File: src/rtl/booth_operand_feeder.sv
// Operand FIFO and start/M/Q load sequencer for the 16-bit Booth multiplier.
// Optional WAIT timeout with sticky abort flag: define BOOTH_FEED_TIMEOUT_EN.
module booth_operand_feeder #(
    parameter int unsigned DEPTH   = 4,
    parameter int unsigned TIMEOUT = 64
) (
    input  logic                     clk,
    input  logic                     rst_n,
    input  logic                     in_valid,
    output logic                     in_ready,
    input  logic [15:0]              in_m,
    input  logic [15:0]              in_q,
    output logic                     mul_start,
    output logic [15:0]              mul_data,
    input  logic                     mul_done,
    output logic                     busy,
    output logic [$clog2(DEPTH):0]   fifo_level,
    output logic                     timeout_err
);

    localparam int unsigned AW = $clog2(DEPTH);
    localparam logic [AW:0] FULL_LEVEL = (AW+1)'(DEPTH);

    localparam logic [2:0] S_IDLE  = 3'd0;
    localparam logic [2:0] S_START = 3'd1;
    localparam logic [2:0] S_LDM   = 3'd2;
    localparam logic [2:0] S_LDQ   = 3'd3;
    localparam logic [2:0] S_WAIT  = 3'd4;

    logic [2:0]    state;
    logic [AW-1:0] wr_ptr;
    logic [AW-1:0] rd_ptr;
    logic [AW:0]   level;
    logic [15:0]   mem_m [DEPTH];
    logic [15:0]   mem_q [DEPTH];
    logic [15:0]   hm;
    logic [15:0]   hq;
    logic          done_d;
    logic          push;
    logic          pop;
    logic          done_rise;

    assign in_ready   = (level != FULL_LEVEL);
    assign push       = in_valid && in_ready;
    assign pop        = (state == S_START);
    assign done_rise  = mul_done && !done_d;
    assign fifo_level = level;
    assign busy       = (state != S_IDLE);
    assign mul_start  = (state == S_START);

    always_comb begin
        mul_data = '0;
        if (state == S_LDM)
            mul_data = hm;
        else if (state == S_LDQ)
            mul_data = hq;
    end

    always_ff @(posedge clk) begin
        if (push) begin
            mem_m[wr_ptr] <= in_m;
            mem_q[wr_ptr] <= in_q;
        end
    end

    // A full FIFO refuses the push even when START pops in the same cycle.
    always_ff @(posedge clk or negedge rst_n) begin
        if (!rst_n) begin
            wr_ptr <= '0;
            level  <= '0;
        end else begin
            if (push)
                wr_ptr <= wr_ptr + 1'b1;
            case ({push, pop})
                2'b10:   level <= level + 1'b1;
                2'b01:   level <= level - 1'b1;
                default: level <= level;
            endcase
        end
    end

`ifdef BOOTH_FEED_TIMEOUT_EN
    localparam int unsigned CW = $clog2(TIMEOUT + 1);
    logic [CW-1:0] tmo_cnt;
    logic          err;
    assign timeout_err = err;
`else
    logic unused_timeout;
    assign unused_timeout = (TIMEOUT != 0);
    assign timeout_err    = 1'b0;
`endif

    always_ff @(posedge clk or negedge rst_n) begin
        if (!rst_n) begin
            state  <= S_IDLE;
            rd_ptr <= '0;
            hm     <= '0;
            hq     <= '0;
            done_d <= 1'b0;
`ifdef BOOTH_FEED_TIMEOUT_EN
            tmo_cnt <= '0;
            err     <= 1'b0;
`endif
        end else begin
            done_d <= mul_done;
            case (state)
                S_IDLE: begin
                    if (level != '0)
                        state <= S_START;
                end
                S_START: begin
                    hm     <= mem_m[rd_ptr];
                    hq     <= mem_q[rd_ptr];
                    rd_ptr <= rd_ptr + 1'b1;
                    state  <= S_LDM;
                end
                S_LDM: state <= S_LDQ;
                S_LDQ: begin
                    state <= S_WAIT;
`ifdef BOOTH_FEED_TIMEOUT_EN
                    tmo_cnt <= CW'(TIMEOUT);
`endif
                end
                S_WAIT: begin
                    // A done level carried in from before WAIT has done_d set, so only a fresh rise counts.
                    if (done_rise)
                        state <= S_IDLE;
`ifdef BOOTH_FEED_TIMEOUT_EN
                    else if (tmo_cnt <= CW'(1)) begin
                        state <= S_IDLE;
                        err   <= 1'b1;
                    end else
                        tmo_cnt <= tmo_cnt - 1'b1;
`endif
                end
                default: state <= S_IDLE;
            endcase
        end
    end

endmodule
File: config.mk
export PLATFORM = sky130hd
export DESIGN_NAME = booth_operand_feeder
export DESIGN_NICKNAME = d
export VERILOG_FILES = /design/src/rtl/booth_operand_feeder.sv
export SDC_FILE = /design/constraint.sdc
export NUM_CORES = 1
export LEC_CHECK = 0
export CORE_ASPECT_RATIO = 0.8
export CORE_MARGIN = 8
export CORE_UTILIZATION = 24
export DETAILED_ROUTE_END_ITERATION = 8
export GPL_TIMING_DRIVEN = 1
export PLACE_DENSITY = 0.39
export SKIP_LAST_GASP = 1
export SYNTH_ARGS = -nofsm -noshare
export SYNTH_HDL_FRONTEND = slang
export SYNTH_SLANG_ARGS = --single-unit
File: constraint.sdc
create_clock -name clk -period 6.1 [get_ports clk]
set_clock_uncertainty 0.05 [all_clocks]
set_input_delay 0.915 -clock clk [delete_from_list [all_inputs] [get_ports clk]]
set_output_delay 0.915 -clock clk [all_outputs]
set_load 0.01 [all_outputs]
**Word level (Yosys, flattened, before mapping)**

Memories as Yosys holds them, arrays and structs flattened. A register that Yosys moved wholly into a read port is not among the register bits.
Cells that the tools add are included.

- Equal/unequal tests: 9
- Reduce and logical (&&, ||, !) cells: 10
- Add/sub/neg operators: 4
- Multiplexer cells: 8

Operator list:

| kind | number |
|---|---|
| 16-bit 2-to-1 mux | 2 |
| 3-bit case mux with 5 select lines | 1 |
| 3-bit by 2-bit == test with 1-bit output (second input constant) | 2 |
| 3-bit 2-to-1 mux | 2 |
| 3-bit case mux with 2 select lines | 1 |
| 3-bit nonzero test | 2 |
| 2-bit by 1-bit adder with 2-bit output (second input constant) | 2 |
| 2-bit inequality test (second input constant) | 2 |
| 3-bit by 1-bit adder with 3-bit output (second input constant) | 1 |
| 3-bit by 1-bit == test with 1-bit output (second input constant) | 1 |
| 3-bit == test (second input constant) | 1 |
| 1-bit logical NOT | 3 |
| 3-bit logical NOT | 1 |
| 3-bit inequality test (second input constant) | 1 |
| 3-bit by 1-bit subtractor with 3-bit output (second input constant) | 1 |
| 2-bit by 1-bit == test with 1-bit output (second input constant) | 1 |
| 2-bit == test (second input constant) | 1 |
| 1-bit logical AND | 2 |
| 1-bit 2-to-1 mux | 2 |
| 2-bit AND reduction | 1 |
| 2-bit nonzero test | 1 |

- RAM bits: 128
- Input port bits: 36
- Bits in registers: 11
- Memories kept: 2

Memory list:

| name | words | width | rd ports | clocked after Yosys merged registers in | wr ports | line | RTL |
|---|---|---|---|---|---|---|---|
| mem_m | 4 | 16 | 1 | 1 | 1 | 34 | `logic [15:0] mem_m [DEPTH];` |
| mem_q | 4 | 16 | 1 | 1 | 1 | 35 | `logic [15:0] mem_q [DEPTH];` |

**Longest topological paths before layout**

- Word-level depth: 4
- Gate-level depth with buffers: 8
- Depth with buffers taken out: 8

**Worst setup path after synthesis**

No wires, ideal clock.

- Path type: flip-flop to output port
- Start: register state[2]
- End: output port mul_data[10]
- Buffers on the path: 2
- Setup slack: 3781 ps
- Required time: 5135 ps
- Data arrival time: 1354 ps
- Stages on the path, launching flop included: 5
- Cell sequence: dfrtp_1 -> and3b_1 -> clkbuf_1 -> clkbuf_1 -> a22o_1

- Cells in the longest elaborated chain, start to end: 3
- Elaborated cells on any way between the ends: 4
- Classes of those cells: eq/ne: 2; mux: 2

Ends and longest elaborated chain:

| item | line | RTL |
|---|---|---|
| start: declaration | 30 | `logic [2:0] state;` |
| start signal: assignment | 95 | `state <= S_IDLE;` |
| start signal: assignment | 109 | `state <= S_START;` |
| start signal: assignment | 115 | `state <= S_LDM;` |
| 3-bit by 2-bit == test with 1-bit output | 55 | `else if (state == S_LDQ)` |
| 16-bit 2-to-1 mux | 55 |  |
| 16-bit 2-to-1 mux * | 53 | `if (state == S_LDM)` |
| end: declaration | 14 | `output logic [15:0] mul_data,` |

Every way passes the cells marked *; elsewhere a longest branch is shown, timed or not.

**Final worst setup path**

- Start: register state[2]
- End: output port mul_data[14]

Same word-level chain as after synthesis.

==> out/results.ini <==
[global_routing]
track_usage_pct=10.2
grt_max_degree=44
overflow=0
grt_pass1_wl_mm=25.1
grt_pass1_vias=3872
antenna_found_initial=0

[setup_path]
worstPathRequired_ns=5.13
worstSetupStartpointType=register
r2r_slack_ns=3.80
path_cells=and3b_1 -> a22o_1 -> clkdlybuf4s50_1
arrival_ns=2.69
critPathCaptureType=output pin
crit_fanout=17
crit_type=register to output pin
worst-path-buf-inv=1
reg2reg_from=fifo_level[0]
slowest_delay_ns=0.97
cp_slowest_cell=and3b_1
cpLargestDelayFamily=simple AND/OR/NAND/NOR gates
critPathCapture=mul_data[14]
r2r-end=fifo_level[1]
crit_start=state[2]
worst-path-stages=3
r2r_cells=6

[timing]
post-route-period-util_pct=59.9
worst_pin_slew_ns=1.11
rsz0062_at_grt=no
slew_headroom_pct=26.1
drv_slew=0
fin_setup_tns_ns=0
max_freq_ghz=0.274
hold_viol=0
setup_viol=0
setup_slack_ns=2.45
period_needed_ns=3.65

[floorplan]
row_count=55
core_mm2=0.0279
die_x_um=203
dieHeight_um=166
start_util_pct=24.2
ios=59
die-area_mm2=0.0338

[drt]
wl_met2_mm=7.59
wl_met1_mm=8.02
wl_per_cell_um=20.1
viasPerCell=4.25
num_vias=3477
wirelength_mm=16.4
highest_layer=met4
dr_wl_met3_um=607
drtIter0Drc=152
drc_errors=0
dr.pass1.iters=4
postRouteAntennaNets=0

[synthesis]
yosysUniqueCellTypes=33
synth_area_per_cell_um2=17.9
synth_cells=376
synth-seq-area-share_pct=72.9
yosysWarnings=0
async_flop_share_pct=25.1
synthesis.area_mm2=0.00675
synthFlopType=edfxtp_1
synth_fp_nets=418
synth-edff-count=128
ys_ff_latch=171

[clocking]
postCtsSetupRepairBufs=0
cts_resized=0
clock_path_buffers=2
postCtsHoldBufs=0
ctsRootBufferMaster=clkbuf_16
cts.sinks=171
cts_tree=done
clock_latency_ns=0.43
clk_pin_slew_worst_paths_ns=0.06
htree_levels=4
cts_made_buffers=17

[placed_design]
io_buffers=57
dp.cells=787
placed_area_mm2=0.00768
dp_slack_ns=2.84
routabilityCongestion=0.646
post-dp-hpwl_mm=9.05

[layout]
antenna_cells=0
mostFrequentLayoutCells=128 x edfxtp_1, 64 x mux2i_1, 56 x clkdlybuf4s50_1, 42 x dfrtp_1, 34 x nand2_1
fin_cells=819
final_area_mm2=0.00823
nFillCells=2825
syn_to_final_growth_pct=21.9
fin_nets=478
final_common_cell=edfxtp_1
drive_gt1_share_pct=18.3

[power]
leakagePower_nw=2.95
power_mw=4.04
ir_worst_vdd_mv=0.329
p_per_area_mw_per_mm2=491

[min_path]
hold_class=register to register

[job]
cap_violations=0

[status]
status=complete, no violations

flip-flops by register name, summed over array words and instances, names as in the netlist:
| signal | flops |
|---|---|
| mem_q | 64 |
| hq | 16 |
| done_d | 1 |
| mem_m | 64 |
| hm | 16 |
| wr_ptr | 2 |
| rd_ptr | 2 |
| state | 3 |
| fifo_level | 3 |
routing by layer:
layer / track usage (%) / up-vias
met3: 3.00 / 14
met5: 0 / -
li1: - / 1593
met1: 13.6 / 1811
met4: 3.40 / 0
met2: 15.4 / 59
stage by stage:
step                util [%]  hold WS [ns]
floorplan                  -         0.405
global placement        27.5         0.425
detailed placement      27.5         0.432
CTS                     29.4         0.448
global route            29.4         0.469
finish                  29.4         0.443
worst reg2reg max path: stages, from the launching register on:
cell and delay [ns]:
dfrtp_1 0.46, or3b_1 0.49, and2_1 0.24, inv_1 0.07, ha_1 0.19, fa_1 0.42
mux2_2 0.27
final cells by class:
cell class                      instances  area (µm²)  share of cell area, %
Sequential cell                       171        4920                   59.8
Multi-Input combinational cell        179        1670                   20.2
Timing Repair Buffer                   63         611                   7.42
Tap cell                              370         463                   5.63
Clock buffer                           17         425                   5.17
Clock inverter                         15         119                   1.44
Inverter                                4        20.0                  0.243
cells by family (layout without fill, tap and decap cells):
group,count (synthesis),count (layout),share of synthesized area [%]
buffers and inverters,26,99,2.54
AND/OR/NAND/NOR,52,52,3.67
adder cells (fa/ha/maj),6,6,1.22
XOR/XNOR,5,5,0.649
AO/OA/AOI/OAI,49,49,9.14
multiplexers,66,66,9.83
other,1,1,0.0556
flip-flops,171,171,72.9
power by group:
group	internal, mW	leakage [nW]	switching (mW)
clock network	0.528	0.262	0.482
logic	0.538	0.991	0.709
registers	1.59	1.70	0.190
synthesized netlist by cell type, types with 2 or more instances:
cell | n | area share, %
inv_1 | 3 | 0.17
ha_1 | 5 | 0.93
o221ai_2 | 30 | 6.7
clkbuf_1 | 10 | 0.56
dfrtp_1 | 43 | 16
nand2b_1 | 2 | 0.19
or3b_1 | 2 | 0.26
mux2_2 | 2 | 0.33
mux2i_1 | 64 | 9.5
edfxtp_1 | 128 | 57
nand2_1 | 34 | 1.9
o221ai_1 | 2 | 0.26
xnor2_1 | 4 | 0.52
nor2_1 | 2 | 0.11
buf_4 | 2 | 0.22
buf_6 | 8 | 1.3
and3_1 | 4 | 0.37
a22o_1 | 16 | 2.1
worst min path at each step:
stage	endpoint	slack, ns	cells after the start	start
global route	hq[8]	0.47	2	hq[8]
global placement	hq[14]	0.42	2	hq[14]
CTS	hm[1]	0.45	2	hm[1]
finish	hm[15]	0.44	2	hm[15]
detailed placement	hm[15]	0.43	2	hm[15]
floorplan	hq[1]	0.41	2	hq[1]
(Power assumes the default switching activity.)
